$ cat src/rtl/cdb_arbiter.sv
// Round-robin arbiter for the common data bus with a one-stage broadcast register.
// Optional saturating statistics counters are built when CDB_ARB_STATS_EN is defined.
module cdb_arbiter #(
  parameter int unsigned data_width = 16,
  parameter int unsigned tag_width  = 3,
  parameter int unsigned num_req    = 4
) (
  input  logic                          clk,
  input  logic                          reset,
  input  logic                          flush,
  input  logic [num_req-1:0]            req_valid,
  input  logic [num_req*tag_width-1:0]  req_tag,
  input  logic [num_req*data_width-1:0] req_value,
  output logic [num_req-1:0]            grant,
  output logic                          cdb_valid,
  output logic [tag_width-1:0]          cdb_tag,
  output logic [data_width-1:0]         cdb_value,
  output logic [15:0]                   stat_bcast,
  output logic [15:0]                   stat_conflict
);

  localparam int unsigned PW = (num_req > 1) ? $clog2(num_req) : 1;

  logic [PW-1:0]         rr_ptr_q, rr_ptr_d;
  logic                  cdb_valid_q, cdb_valid_d;
  logic [tag_width-1:0]  cdb_tag_q, cdb_tag_d;
  logic [data_width-1:0] cdb_value_q, cdb_value_d;

  logic [num_req-1:0]    req_rot;
  logic [num_req-1:0]    gnt_rot;
  logic                  found;
  logic [tag_width-1:0]  sel_tag;
  logic [data_width-1:0] sel_value;
  logic [PW-1:0]         nxt_ptr;

  // Rotate requests so rr_ptr sits at bit 0, take the lowest set bit, rotate back.
  always_comb begin
    req_rot = num_req'({req_valid, req_valid} >> rr_ptr_q);
    gnt_rot = '0;
    found   = 1'b0;
    for (int unsigned k = 0; k < num_req; k++) begin
      if (req_rot[k] && !found) begin
        gnt_rot[k] = 1'b1;
        found      = 1'b1;
      end
    end
  end

  always_comb begin
    grant = '0;
    if (!reset && !flush) begin
      grant = num_req'(({gnt_rot, gnt_rot} << rr_ptr_q) >> num_req);
    end
  end

  always_comb begin
    sel_tag   = '0;
    sel_value = '0;
    nxt_ptr   = '0;
    for (int unsigned i = 0; i < num_req; i++) begin
      if (grant[i]) begin
        sel_tag   |= req_tag[i*tag_width +: tag_width];
        sel_value |= req_value[i*data_width +: data_width];
        nxt_ptr    = (i == num_req - 1) ? '0 : PW'(i + 1);
      end
    end
  end

  always_comb begin
    rr_ptr_d    = rr_ptr_q;
    cdb_valid_d = 1'b0;
    cdb_tag_d   = cdb_tag_q;
    cdb_value_d = cdb_value_q;
    if (flush) begin
      rr_ptr_d = '0;
    end else if (|grant) begin
      cdb_valid_d = 1'b1;
      cdb_tag_d   = sel_tag;
      cdb_value_d = sel_value;
      rr_ptr_d    = nxt_ptr;
    end
  end

  always_ff @(posedge clk or posedge reset) begin
    if (reset) begin
      rr_ptr_q    <= '0;
      cdb_valid_q <= 1'b0;
      cdb_tag_q   <= '0;
      cdb_value_q <= '0;
    end else begin
      rr_ptr_q    <= rr_ptr_d;
      cdb_valid_q <= cdb_valid_d;
      cdb_tag_q   <= cdb_tag_d;
      cdb_value_q <= cdb_value_d;
    end
  end

  assign cdb_valid = cdb_valid_q;
  assign cdb_tag   = cdb_tag_q;
  assign cdb_value = cdb_value_q;

`ifdef CDB_ARB_STATS_EN
  logic [15:0] stat_bcast_q, stat_bcast_d;
  logic [15:0] stat_conflict_q, stat_conflict_d;
  logic        contended;

  // Flush suppresses conflict counting but never clears the counters.
  always_comb begin
    contended       = ($countones(req_valid) > 1) && !flush;
    stat_bcast_d    = stat_bcast_q;
    stat_conflict_d = stat_conflict_q;
    if (|grant && stat_bcast_q != '1) begin
      stat_bcast_d = stat_bcast_q + 16'd1;
    end
    if (contended && stat_conflict_q != '1) begin
      stat_conflict_d = stat_conflict_q + 16'd1;
    end
  end

  always_ff @(posedge clk or posedge reset) begin
    if (reset) begin
      stat_bcast_q    <= '0;
      stat_conflict_q <= '0;
    end else begin
      stat_bcast_q    <= stat_bcast_d;
      stat_conflict_q <= stat_conflict_d;
    end
  end

  assign stat_bcast    = stat_bcast_q;
  assign stat_conflict = stat_conflict_q;
`else
  assign stat_bcast    = '0;
  assign stat_conflict = '0;
`endif

  a_grant_onehot: assert property (@(posedge clk) disable iff (reset) $onehot0(grant));

endmodule

$ cat config.mk
export PLATFORM = sky130hd
export DESIGN_NAME = cdb_arbiter
export DESIGN_NICKNAME = d
export VERILOG_FILES = /design/src/rtl/cdb_arbiter.sv
export SDC_FILE = /design/constraint.sdc
export NUM_CORES = 1
export LEC_CHECK = 0
export ABC_AREA = 0
export CAP_MARGIN = 0
export CELL_PAD_IN_SITES_DETAIL_PLACEMENT = 1
export CELL_PAD_IN_SITES_GLOBAL_PLACEMENT = 1
export CORE_MARGIN = 2
export CORE_UTILIZATION = 26
export DETAILED_ROUTE_END_ITERATION = 8
export PLACE_DENSITY = 0.91
export REMOVE_ABC_BUFFERS = 1
export SYNTH_ARGS = -nofsm -noshare
export SYNTH_HDL_FRONTEND = slang
export SYNTH_SLANG_ARGS = --single-unit
$ cat constraint.sdc
create_clock -name clk -period 2.2 [get_ports clk]
set_input_delay 0.66 -clock clk [delete_from_list [all_inputs] [get_ports clk]]
set_output_delay 0.66 -clock clk [all_outputs]
set_load 0.02 [all_outputs]
# Yosys cells after proc, flatten, opt, wreduce, memory -nomap -nowiden

Index checks and enable logic that the tools add are counted.

Logic and storage cells: 48
Output and inout bits: 56
Flip-flop bits (word level): 22
Bits of input ports: 83

Shift operators: 2
Mux-type cells: 23
Bitwise gates (word level): 7
Reduce and logical (&&, ||, !) cells: 12

Operators by type and width:

| operator                                    | count |
|---|---|
| 16-bit two-way mux                          | 4 |
| 16-bit bitwise OR                           | 3 |
| 3-bit two-way mux                           | 4 |
| 2-bit two-way mux                           | 5 |
| 1-bit two-way mux                           | 9 |
| 3-bit bitwise OR                            | 3 |
| 8-bit by 2-bit << shifter with 8-bit output | 1 |
| 8-bit by 2-bit >> shifter with 4-bit output | 1 |
| 1-bit zero test                             | 5 |
| 1-bit logical AND                           | 4 |
| 4-bit two-way mux                           | 1 |
| 4-bit OR reduction                          | 1 |
| 2-bit AND reduction                         | 1 |
| 2-bit nonzero test                          | 1 |
| 1-bit inverter                              | 1 |

# Longest topological paths before layout

Depth after elaboration: 20
Depth in mapped cells: 8
Depth with buffers taken out: 5

# Worst setup path after synthesis

No wires, ideal clock.

Kind: input to output
Start point: input port req_valid[3]
End point: output port grant[3]
Setup slack: -207 ps
Arrival time: 1747 ps
Stages: 4
Path buffers: 2
Required time: 1540 ps
Cells stage by stage: buf_2 > clkbuf_1 > nand2_1 > a211oi_1

Cells in the longest elaborated chain, start to end: 13
Elaborated cells on any way between the ends: 15
Classes of those cells: 2 x shift; 7 x mux; 6 x reduce/logical

Ends and longest elaborated chain:

| item                                            | RTL line | source |
|---|---|---|
| start: declaration                              | 11       | `input logic [num_req-1:0] req_valid,` |
| 8-bit by 2-bit >> shifter with 4-bit output (*) | 38       | `req_rot = num_req'({req_valid, req_valid} >> rr_ptr_q);` |
| 1-bit two-way mux                               | 42       | `if (req_rot[k] && !found) begin` |
| 1-bit zero test                                 | 42       |  |
| 1-bit logical AND                               | 42       |  |
| 1-bit two-way mux                               | 42       |  |
| 1-bit zero test                                 | 42       |  |
| 1-bit logical AND                               | 42       |  |
| 1-bit two-way mux                               | 42       |  |
| 1-bit zero test                                 | 42       |  |
| 1-bit logical AND                               | 42       |  |
| 1-bit two-way mux                               | 42       |  |
| 8-bit by 2-bit << shifter with 8-bit output (*) | 52       | `grant = num_req'(({gnt_rot, gnt_rot} << rr_ptr_q) >> num_req);` |
| 4-bit two-way mux (*)                           | 51       | `if (!reset && !flush) begin` |
| end: declaration                                | 14       | `output logic [num_req-1:0] grant,` |

Every way passes the cells marked *; elsewhere a longest branch is shown, timed or not.

# Final worst setup path

Start point: input port flush
End point: output port grant[3]

Cells in the longest elaborated chain, start to end: 3

Ends and longest elaborated chain:

| item               | RTL line | source |
|---|---|---|
| start: declaration | 10       | `input logic flush,` |
| 1-bit zero test    | 51       |  |
| 1-bit logical AND  | 51       |  |
| 4-bit two-way mux  | 51       |  |

Every way passes these cells.

==> out/metrics.cfg <==
[critical_path]
cp_num_buf_inv=3
crit_type=in2out
worstPathMaxFanout=5
crit_arrival_ns=1.50
rr_startpoint=rr_ptr_q[1]$_DFFE_PP0P_
crit_start=flush
cp.required_ns=1.54
crit_family=buffers and inverters
cp-start-kind=input pin
crit_slowest_cell=a211oi_2
r2r_slack_ns=0.35
crit_chain=clkdlybuf4s15_1 -> nor2_1 -> buf_4 -> nand2_4 -> a211oi_2 -> buf_4
path_common_cell=buf_4
cpPeakStageDelay_ns=0.19
critPathCaptureType=output pin

[sta]
tns_ns=0
finalCritPeriodShare_pct=98.08
tightest_slew_ns=0.5458
setup_ws_ns=0.04231
fin_crit_ns=2.158
setup-violations-final=0
hold_viol=0
rsz0062_at_grt=no
final_max_slew_viol_count=0
max-slew-margin-rel_pct=63.61
fmaxAchievable_mhz=463.5
skew_ns=0.001844

[floorplanning]
boundaryPins=139
core_sq_mm=0.008593
die_area_sq_mm=0.009508
dieWidth_um=97.51
rows=34
die_y_um=97.51
start_util_pct=26.46

[detailed_routing]
wl_met1_um=3488
first_pass_iters=4
highest_layer=met4
wl_met2_um=4970
viasPerCell=5.221
drt_iter0_markers=69
wl_per_cell_um=17.65
antenna_left=0
drc_errors=0
met3_wirelength_um=381
vias=2673
routed_wl_um=9035

[yosys]
syn-mean-instance-area_sq_um=7.707
ys_ff_latch=22
yosys_warnings=0
syn-cell-area_sq_mm=0.002273
yosysSeqAreaShare_pct=24.22
synth_flop_cell=dfrtp_1
syn-instance-count=295
synth_edf_count=0
async_flop_share_pct=100.0
synth_cell_types=38

[clock_network]
cts-htree-levels=1
cts-root-buf=clkbuf_8
hold_buffers=0
cts_tree=yes
cts_buffer_depth=2
clkSlewWorstSetupHoldPaths_ns=0.09
clock_latency_ns=0.27
cts_buffers=3
cts.sinks=22

[pwr]
netSwitchingFraction_pct=36.78
comb_power_share_pct=48.9
p_switching_w=0.0006607
p_seq_share_pct=28.7
p_leak_nw=1.407
p_clk_share_pct=22.4
internal-power_w=0.001136
power_w=0.001797
ir_drop_mv=0.2441
power_density_mw_per_mm2=513.4

[worst_hold_path]
min_path_type=reg2reg
min_from=cdb_value[4]$_DFFE_PP0P_

[layout]
n_antenna_cell=0
area_growth_pct=53.94
drive_gt1_share_pct=15.84
nNetsFinal=488
stdcell_count=512
fillers=1063

[placed_design]
portBuffers=106
dp_hpwl_um=6962
dp_slack_ns=-0.8577
gp_congestion=0.8727
placed_cells=507

[grt]
grt_pass1_wl_um=14390
grt_max_degree=58
first_global_vias=2917
antenna_found_initial=0
grt_overflow=0
grt_usage_pct=18.41

[status]
outcome=complete, no violations

[run]
drv_cap=0

## synthesized netlist by cell type (2+ instances only)
| cell | n | area, sq um |
|---|---|---|
| a31oi_1 | 38 | 237.7 |
| a21oi_1 | 23 | 115.1 |
| buf_6 | 3 | 33.78 |
| buf_2 | 14 | 70.07 |
| buf_4 | 34 | 255.2 |
| clkbuf_1 | 9 | 33.78 |
| nor3_2 | 2 | 20.02 |
| nand3_1 | 19 | 95.09 |
| nand4_1 | 2 | 12.51 |
| o22ai_1 | 2 | 12.51 |
| nand2_1 | 22 | 82.58 |
| o221ai_1 | 9 | 78.83 |
| o21ai_0 | 2 | 10.01 |
| nand2b_1 | 21 | 131.4 |
| nor2_1 | 23 | 86.33 |
| dfrtp_1 | 22 | 550.5 |
| a22oi_1 | 19 | 142.6 |
| inv_1 | 3 | 11.26 |
| o221ai_2 | 9 | 135.1 |
## final timing paths
check	endpoint	cells after the start
worst max-delay path	grant[3]	6
worst min-delay path	cdb_value[4]$_DFFE_PP0P_	2
worst max register to register	cdb_value[7]$_DFFE_PP0P_	6
worst min register to register	cdb_value[4]$_DFFE_PP0P_	2
max in group asynchronous	cdb_tag[2]$_DFFE_PP0P_	4
min in group asynchronous	rr_ptr_q[1]$_DFFE_PP0P_	4
## power by group through the flow
stage	combinational (W)	sequential, W	clock [W]
after global placement	0.000843	0.000519	0
after CTS	0.000881	0.000517	0.000420
after detailed placement	0.000876	0.000525	0
after global routing	0.000949	0.000525	0.000424
final	0.000878	0.000516	0.000403
after floorplan	0.000326	0.000602	0
## stage by stage
step / utilization [%] / area (sq um) / hold WS (ns)
CTS: 40.68 / 3496 / 0.5634
floorplan: - / 1973 / 0.6367
global placement: 39.63 / 3406 / 0.5326
detailed placement: 39.63 / 3406 / 0.5456
finish: 40.73 / 3500 / 0.5592
global route: 40.73 / 3500 / 0.5918
## state kept, by name (all words and copies together), names as in the netlist
register   cells
cdb_value     16
cdb_tag        3
rr_ptr_q       2
cdb_valid      1
## layout by cell type (no fill, tap or decap), types with 3 or more instances in the layout
| cell type | n |
|---|---|
| clkdlybuf4s50_1 | 96 |
| a31oi_1 | 38 |
| conb_1 | 32 |
| buf_4 | 28 |
| nor2_1 | 22 |
| a21oi_1 | 22 |
| dfrtp_1 | 22 |
| nand2b_1 | 21 |
| nand2_1 | 20 |
| nand3_1 | 19 |
| a22oi_1 | 19 |
| o221ai_2 | 9 |
| o221ai_1 | 9 |
| buf_6 | 5 |
| buf_2 | 4 |
| inv_1 | 3 |
| clkbuf_8 | 3 |
## metal layers
| layer | vias to the layer above | GRT usage [%] |
|---|---|---|
| li1 | 1259 | - |
| met1 | 1320 | 20.18 |
| met2 | 80 | 35.86 |
| met3 | 14 | 2.590 |
| met4 | 0 | 6.090 |
| met5 | - | 0 |
## worst min-delay path, cell delays in order (launching register included)
cell,delay (ns)
dfrtp_1,0.39
nor2_1,0.10
a31oi_1,0.04
## logic make-up after synthesis
group                  Yosys count  share of synthesized area, %
AO/OA/AOI/OAI                  112                         36.10
buffers and inverters           66                         18.99
flip-flops                      22                         24.22
multiplexers                     1                        0.4403
other                            1                        0.1649
AND/OR/NAND/NOR                 93                         20.09
## cell type report
class                      instances  area, sq um  share of cell area [%]
clock buffer                       3        41.29                   1.180
clock inverter                     1        30.03                  0.8581
inverter                           4        15.01                  0.4290
multi-input combinational        238         1445                   41.29
sequential                        22        550.5                   15.73
tap                              108        135.1                   3.861
timing repair buffer             136         1282                   36.65
## timing repair
item                                    in CTS  in global routing
pin swaps                                    7                  6
endpoints found under the setup margin      23                  8
gates resized for setup                     46                 10
buffers inserted                             1                  0
gates cloned                                 0                  0
Power figures use the tool's default switching activity.
